## src/rtl/pfd_tdc.sv

```systemverilog
`default_nettype none
// ============================================================================
// pfd_tdc : sampled phase-frequency detector with counter-based TDC,
//           cycle-slip flags and lock detector.
// Rev 1.0
// ============================================================================
module pfd_tdc #(
  parameter int CNT_W       = 8,
  parameter int SYNC_STAGES = 2,
  parameter int LOCK_TOL    = 2,
  parameter int LOCK_CNT    = 16
) (
  input  logic             clk,
  input  logic             rst_n,
  input  logic             en,
  input  logic             ref_in,
  input  logic             fb_in,
  output logic             up,
  output logic             down,
  output logic [CNT_W:0]   err,
  output logic             err_valid,
  output logic             slip_up,
  output logic             slip_dn,
  output logic             locked
);

  typedef enum logic [1:0] {
    IDLE     = 2'd0,
    LEAD_REF = 2'd1,
    LEAD_FB  = 2'd2
  } state_t;

  localparam int                  c_lock_w   = $clog2(LOCK_CNT + 1);
  localparam logic [CNT_W-1:0]    c_cnt_max  = '1;
  localparam logic [CNT_W:0]      c_lock_tol = (CNT_W+1)'(LOCK_TOL);
  localparam logic [c_lock_w-1:0] c_lock_cnt = c_lock_w'(LOCK_CNT);

  logic [SYNC_STAGES-1:0] r_ref_sync;
  logic [SYNC_STAGES-1:0] r_fb_sync;
  logic                   r_ref_dly;
  logic                   r_fb_dly;

  state_t                 r_state;
  logic [CNT_W-1:0]       r_cnt;
  logic [c_lock_w-1:0]    r_lock_cnt;
  logic                   r_slip_seen;

  logic                   w_e_ref;
  logic                   w_e_fb;
  logic [CNT_W-1:0]       w_cnt_inc;
  logic [CNT_W:0]         w_err_pos;
  logic [CNT_W:0]         w_err_neg;
  logic [CNT_W:0]         w_err_mag;
  logic                   w_in_tol;
  logic [c_lock_w-1:0]    w_lock_inc;

  // Both paths see identical latency, so the sync delay cancels in the measurement.
  always_ff @(posedge clk or negedge rst_n) begin
    if (!rst_n) begin
      r_ref_sync <= '0;
      r_fb_sync  <= '0;
      r_ref_dly  <= 1'b0;
      r_fb_dly   <= 1'b0;
    end else begin
      r_ref_sync <= {r_ref_sync[SYNC_STAGES-2:0], ref_in};
      r_fb_sync  <= {r_fb_sync[SYNC_STAGES-2:0], fb_in};
      r_ref_dly  <= r_ref_sync[SYNC_STAGES-1];
      r_fb_dly   <= r_fb_sync[SYNC_STAGES-1];
    end
  end

  assign w_e_ref    = r_ref_sync[SYNC_STAGES-1] & ~r_ref_dly;
  assign w_e_fb     = r_fb_sync[SYNC_STAGES-1] & ~r_fb_dly;
  assign w_cnt_inc  = (r_cnt == c_cnt_max) ? r_cnt : r_cnt + CNT_W'(1);
  assign w_err_pos  = {1'b0, r_cnt};
  assign w_err_neg  = -w_err_pos;
  assign w_err_mag  = err[CNT_W] ? -err : err;
  assign w_in_tol   = (w_err_mag <= c_lock_tol);
  assign w_lock_inc = (r_lock_cnt == c_lock_cnt) ? r_lock_cnt
                                                 : r_lock_cnt + c_lock_w'(1);

  always_ff @(posedge clk or negedge rst_n) begin
    if (!rst_n) begin
      r_state   <= IDLE;
      r_cnt     <= '0;
      up        <= 1'b0;
      down      <= 1'b0;
      err       <= '0;
      err_valid <= 1'b0;
      slip_up   <= 1'b0;
      slip_dn   <= 1'b0;
    end else if (!en) begin
      r_state   <= IDLE;
      r_cnt     <= '0;
      up        <= 1'b0;
      down      <= 1'b0;
      err_valid <= 1'b0;
      slip_up   <= 1'b0;
      slip_dn   <= 1'b0;
    end else begin
      err_valid <= 1'b0;
      slip_up   <= 1'b0;
      slip_dn   <= 1'b0;
      case (r_state)
        IDLE: begin
          if (w_e_ref && w_e_fb) begin
            err       <= '0;
            err_valid <= 1'b1;
          end else if (w_e_ref) begin
            r_state <= LEAD_REF;
            r_cnt   <= CNT_W'(1);
            up      <= 1'b1;
          end else if (w_e_fb) begin
            r_state <= LEAD_FB;
            r_cnt   <= CNT_W'(1);
            down    <= 1'b1;
          end
        end
        LEAD_REF: begin
          if (w_e_fb) begin
            err       <= w_err_pos;
            err_valid <= 1'b1;
            if (w_e_ref) begin
              // Coincident new ref edge opens the next measurement immediately.
              r_cnt <= CNT_W'(1);
            end else begin
              r_state <= IDLE;
              r_cnt   <= '0;
              up      <= 1'b0;
            end
          end else begin
            r_cnt <= w_cnt_inc;
            if (w_e_ref) slip_up <= 1'b1;
          end
        end
        LEAD_FB: begin
          if (w_e_ref) begin
            err       <= w_err_neg;
            err_valid <= 1'b1;
            if (w_e_fb) begin
              r_cnt <= CNT_W'(1);
            end else begin
              r_state <= IDLE;
              r_cnt   <= '0;
              down    <= 1'b0;
            end
          end else begin
            r_cnt <= w_cnt_inc;
            if (w_e_fb) slip_dn <= 1'b1;
          end
        end
        default: begin
          r_state <= IDLE;
          r_cnt   <= '0;
          up      <= 1'b0;
          down    <= 1'b0;
        end
      endcase
    end
  end

  // A slip poisons the next strobe as well, so lock restarts from a clean measurement.
  always_ff @(posedge clk or negedge rst_n) begin
    if (!rst_n) begin
      r_lock_cnt  <= '0;
      r_slip_seen <= 1'b0;
      locked      <= 1'b0;
    end else if (!en) begin
      r_lock_cnt  <= '0;
      r_slip_seen <= 1'b0;
      locked      <= 1'b0;
    end else if (slip_up || slip_dn) begin
      r_lock_cnt  <= '0;
      r_slip_seen <= 1'b1;
      locked      <= 1'b0;
    end else if (err_valid) begin
      r_slip_seen <= 1'b0;
      if (w_in_tol && !r_slip_seen) begin
        r_lock_cnt <= w_lock_inc;
        locked     <= (w_lock_inc == c_lock_cnt);
      end else begin
        r_lock_cnt <= '0;
        locked     <= 1'b0;
      end
    end
  end

endmodule
`default_nettype wire

```

## config.mk

```make
export PLATFORM = sky130hd
export DESIGN_NAME = pfd_tdc
export DESIGN_NICKNAME = d
export VERILOG_FILES = /design/src/rtl/pfd_tdc.sv
export SDC_FILE = /design/constraint.sdc
export NUM_CORES = 1
export LEC_CHECK = 0
export ABC_CLOCK_PERIOD_IN_PS = 2300
export BUFFER_PORTS_ARGS = -buffer_cell sky130_fd_sc_hd__buf_2
export CAP_MARGIN = 20
export CORE_MARGIN = 5
export CORE_UTILIZATION = 55
export CTS_BUF_LIST = sky130_fd_sc_hd__clkbuf_8
export CTS_CLUSTER_SIZE = 24
export DETAILED_ROUTE_END_ITERATION = 16
export GPL_TIMING_DRIVEN = 0
export PLACE_DENSITY = 0.83
export RECOVER_POWER = 50
export SKIP_LAST_GASP = 1
export SLEW_MARGIN = 20
export SYNTH_ARGS = -nofsm -noshare
export SYNTH_HDL_FRONTEND = slang
export SYNTH_SLANG_ARGS = --single-unit
```

## constraint.sdc

```tcl
create_clock -name clk -period 2.3 [get_ports clk]
set_input_delay 0 -clock clk [delete_from_list [all_inputs] [get_ports clk]]
set_output_delay 0 -clock clk [all_outputs]
set_load 0.05 [all_outputs]
```

==> impl_metrics.csv <==
group,metric,value,unit
logic_synthesis,synth_seq_area_share,0.4077,
sta,slew_headroom,0.4069,
logic_synthesis,yosys-mux-area-fraction,0.01818,
setup_path,required,2520,ps
power_and_ir_drop,irDropWorstVdd,0.0003681,V
routing,drc,0,
clock_network,postCtsSetupBuffers,0,
logic_synthesis,yosysMostFrequentCell,"dfrtp_1",
clock_network,cts_root_buf,"clkbuf_8",
setup_path,critical_path_arrival,2360,ps
placed_design,gp_congestion,0.8914,
routing,via_per_inst,6.130,
logic_synthesis,synth_cell_types,60,
worst_hold_path,min_delay_path_depth,3,
routing,antenna_left,0,
clock_network,clk_latency,290,ps
placed_design,hpwl,3626,um
global_routing,grt_pass1_wl,8307,um
floorplan,start_util,0.5677,
setup_path,r2r.worst_path.cells,7,
sta,skew,3.630,ps
clock_network,cts_tree,"done",
logic_synthesis,synthFlopType,"dfrtp_1",
sta,fin_crit_sh,0.9276,
logic_synthesis,syn_area,0.002271,mm^2
logic_synthesis,syn-num-nets,259,
logic_synthesis,synth_warnings,0,
routing,dr.first_iter.drc_count,158,
logic_synthesis,synth.top_cells.by_area,"dfrtp_1 (41%), ha_1 (5.5%), o21ai_0 (3.5%)",
logic_synthesis,synthCells,244,
logic_synthesis,synth.avg_cell_area,9.307,um^2
floorplan,ios,20,
floorplan,core_area,0.004000,mm^2
final_layout,syn2layout_area_growth,13.06,%
final_layout,multi_input_area,0.001260,mm^2
final_layout,num-nets-final,288,
status,status,"finished, final reports clean",
logic_synthesis,synth_top_family_by_area,"simple AND/OR/NAND/NOR gates",
power_and_ir_drop,swShare,0.3004,
logic_synthesis,yosys.area_share.simple,0.2490,
setup_path,cp-end-kind,"flop",
final_layout,fillers,346,
logic_synthesis,synth_compound_area_frac,0.2143,
sta,rsz0062_at_grt,"no",
global_routing,grt_overflow,0,
power_and_ir_drop,p_int,1143,uW
clock_network,h-tree-depth,2,
setup_path,crit_type,"flop to flop",
run,drv_cap,0,
power_and_ir_drop,power_density,636.4,mW/mm^2
logic_synthesis,synth_edf_count,0,
clock_network,ctsLongestPathBuffers,2,
floorplan,die_height,74.26,um
clock_network,clock-sinks,37,
final_layout,final_util,0.6419,
logic_synthesis,synth_top_cells_by_count,"dfrtp_1 (37), nand2_1 (21), nor2_1 (16), o21ai_0 (16), inv_1 (13)",
global_routing,grt_util_met1,0.2427,
routing,avgRoutedWirePerCell,15.31,um
global_routing,grt_util_met2,0.3406,
final_layout,diodes,0,
global_routing,met3_usage,0.03919,
global_routing,antenna_found_initial,0,
global_routing,track_usage,0.1968,
sta,fmax,0.4687,GHz
routing,first_pass_iters,4,
setup_path,startpoint_type,"flop",
routing,num_vias,1986,
floorplan,core.rowCount,23,
global_routing,grt_pass1_vias,1792,
logic_synthesis,synth_xor_xnor_area_share,0.01543,
power_and_ir_drop,p_sw,490.9,uW
final_layout,drive_above_1_share,0.09854,
floorplan,fp.dieW,74.26,um
logic_synthesis,synth_top_area_frac,0.4077,
placed_design,port_buffers,19,
power_and_ir_drop,seq_power_share,0.436,
power_and_ir_drop,pwr-share-comb,0.211,
routing,routed_wl,4961,um
logic_synthesis,synthArstFlopShare,1.000,
worst_hold_path,hold_class,"input pin to flop",
sta,finalSetupTns,0,ps
setup_path,path_cells,"inv_1 -> ha_1 -> clkbuf_1 -> nand2_1 -> nor4bb_1 -> a32o_1 -> a221o_1",
logic_synthesis,synth_top_cell_by_area,"dfrtp_1",
final_layout,register_area,925.9,um^2
global_routing,top_usage_layer,"met2",
sta,period_needed,2134,ps
logic_synthesis,synth_fa_ha_area_frac,0.05510,
power_and_ir_drop,leakage,0.001091,uW
sta,drv_slew,0,
floorplan,die_area,0.005514,mm^2
power_and_ir_drop,clkPwrFrac,0.353,
logic_synthesis,ys_ff_latch,37,
setup_path,slowest_delay,470,ps
sta,worstMarginPinSlew,889.6,ps
sta,final_hold_viol_count,0,
setup_path,crit_fanout,10,
clock_network,path_clk_slew,70,ps
clock_network,cts_inserted_buffers,5,
sta,setup_violations,0,
global_routing,grt_max_degree,38,
setup_path,critical_path.slowest_cell,"nor4bb_1",
==> metrics by stage <==
stage	instances	hold WS, ps	area, um^2	setup slack, ps	total power, uW
finish	324	94.40	2567	166.4	1634
global route	324	108.3	2567	19.90	1717
CTS	324	83.46	2575	138.6	1655
detailed placement	313	109.7	2429	188.1	1065
global placement	313	109.2	2429	214.3	1055
floorplan	244	-295.6	2271	83.72	979.0
==> flip-flops by register name, summed over array words and instances (netlist names), 2 cells and up <==
signal / flops
err: 9
r_cnt: 8
r_lock_cnt: 5
r_fb_sync: 2
r_ref_sync: 2
r_state: 2
==> final cells by class <==
type	instances	area share
well taps	50	0.02437
multi-input cells	183	0.4907
inverters	13	0.01901
flip-flops and latches	37	0.3606
clock inverters	2	0.01316
plain buffers	11	0.01706
clock buffers	6	0.03216
repair buffers	22	0.04289
==> layout by cell type, fill, tap and decap left out, types with 4 or more instances in the layout <==
master / count
a21oi_1: 8
a22oi_1: 4
a31oi_1: 5
buf_2: 7
clkbuf_1: 21
clkbuf_8: 6
dfrtp_1: 37
ha_1: 10
inv_1: 14
nand2_1: 21
nand2b_1: 6
nand3_1: 9
nor2_1: 16
nor2b_1: 5
nor3_1: 7
o21ai_0: 16
o31ai_1: 6
==> worst paths after layout <==
path	end	slack, ps	start
min in group asynchronous	r_lock_cnt[1]$_DFFE_PN0P_	360	rst_n
setup reg to reg	err[7]$_DFFE_PN0P_	170	r_state[0]$_DFFE_PN0P_
max in group asynchronous	r_cnt[1]$_DFFE_PN0P_	1380	rst_n
hold / removal	down$_DFFE_PN0P_	90	en
setup / recovery	err[7]$_DFFE_PN0P_	170	r_state[0]$_DFFE_PN0P_
hold reg to reg	r_fb_sync[1]$_DFF_PN0_	360	r_fb_sync[0]$_DFF_PN0_
==> power groups by stage <==
stage | sequential, uW | combinational (uW) | clock, uW
after floorplan | 766 | 213 | 0
after global placement | 723 | 332 | 0
after detailed placement | 724 | 341 | 0
after CTS | 712 | 346 | 597
after global routing | 716 | 378 | 622
final | 712 | 344 | 578
==> kinds of logic after synthesis <==
logic type	count (synthesis)
mux	4
fa+ha+maj	10
simple gates	97
flops	37
buf+inv	24
compound gates	68
xor+xnor	4
==> routing by layer <==
layer / vias to the layer above / part of all wire
met2: 35 / 0.52
met1: 973 / 0.43
met4: 0 / 0.010
met5: - / 0
met3: 5 / 0.041
li1: 973 / -
==> repair_timing <==
action | in CTS | in global routing
endpoints found under the hold margin | 39 | 0
resized for setup | 0 | 3
hold buffers | 3 | 0
setup endpoints to repair | 0 | 5
==> worst max-delay path: cells and delay by family, from the launching register on <==
family,cells,cell delay [ps]
AOI/OAI and AO/OA,2,360
and+or+nand+nor,2,650
adders and majority gates,1,190
DFF,1,430
buffers and inverters,2,460
Note: power is estimated with default switching activity, not from simulation.
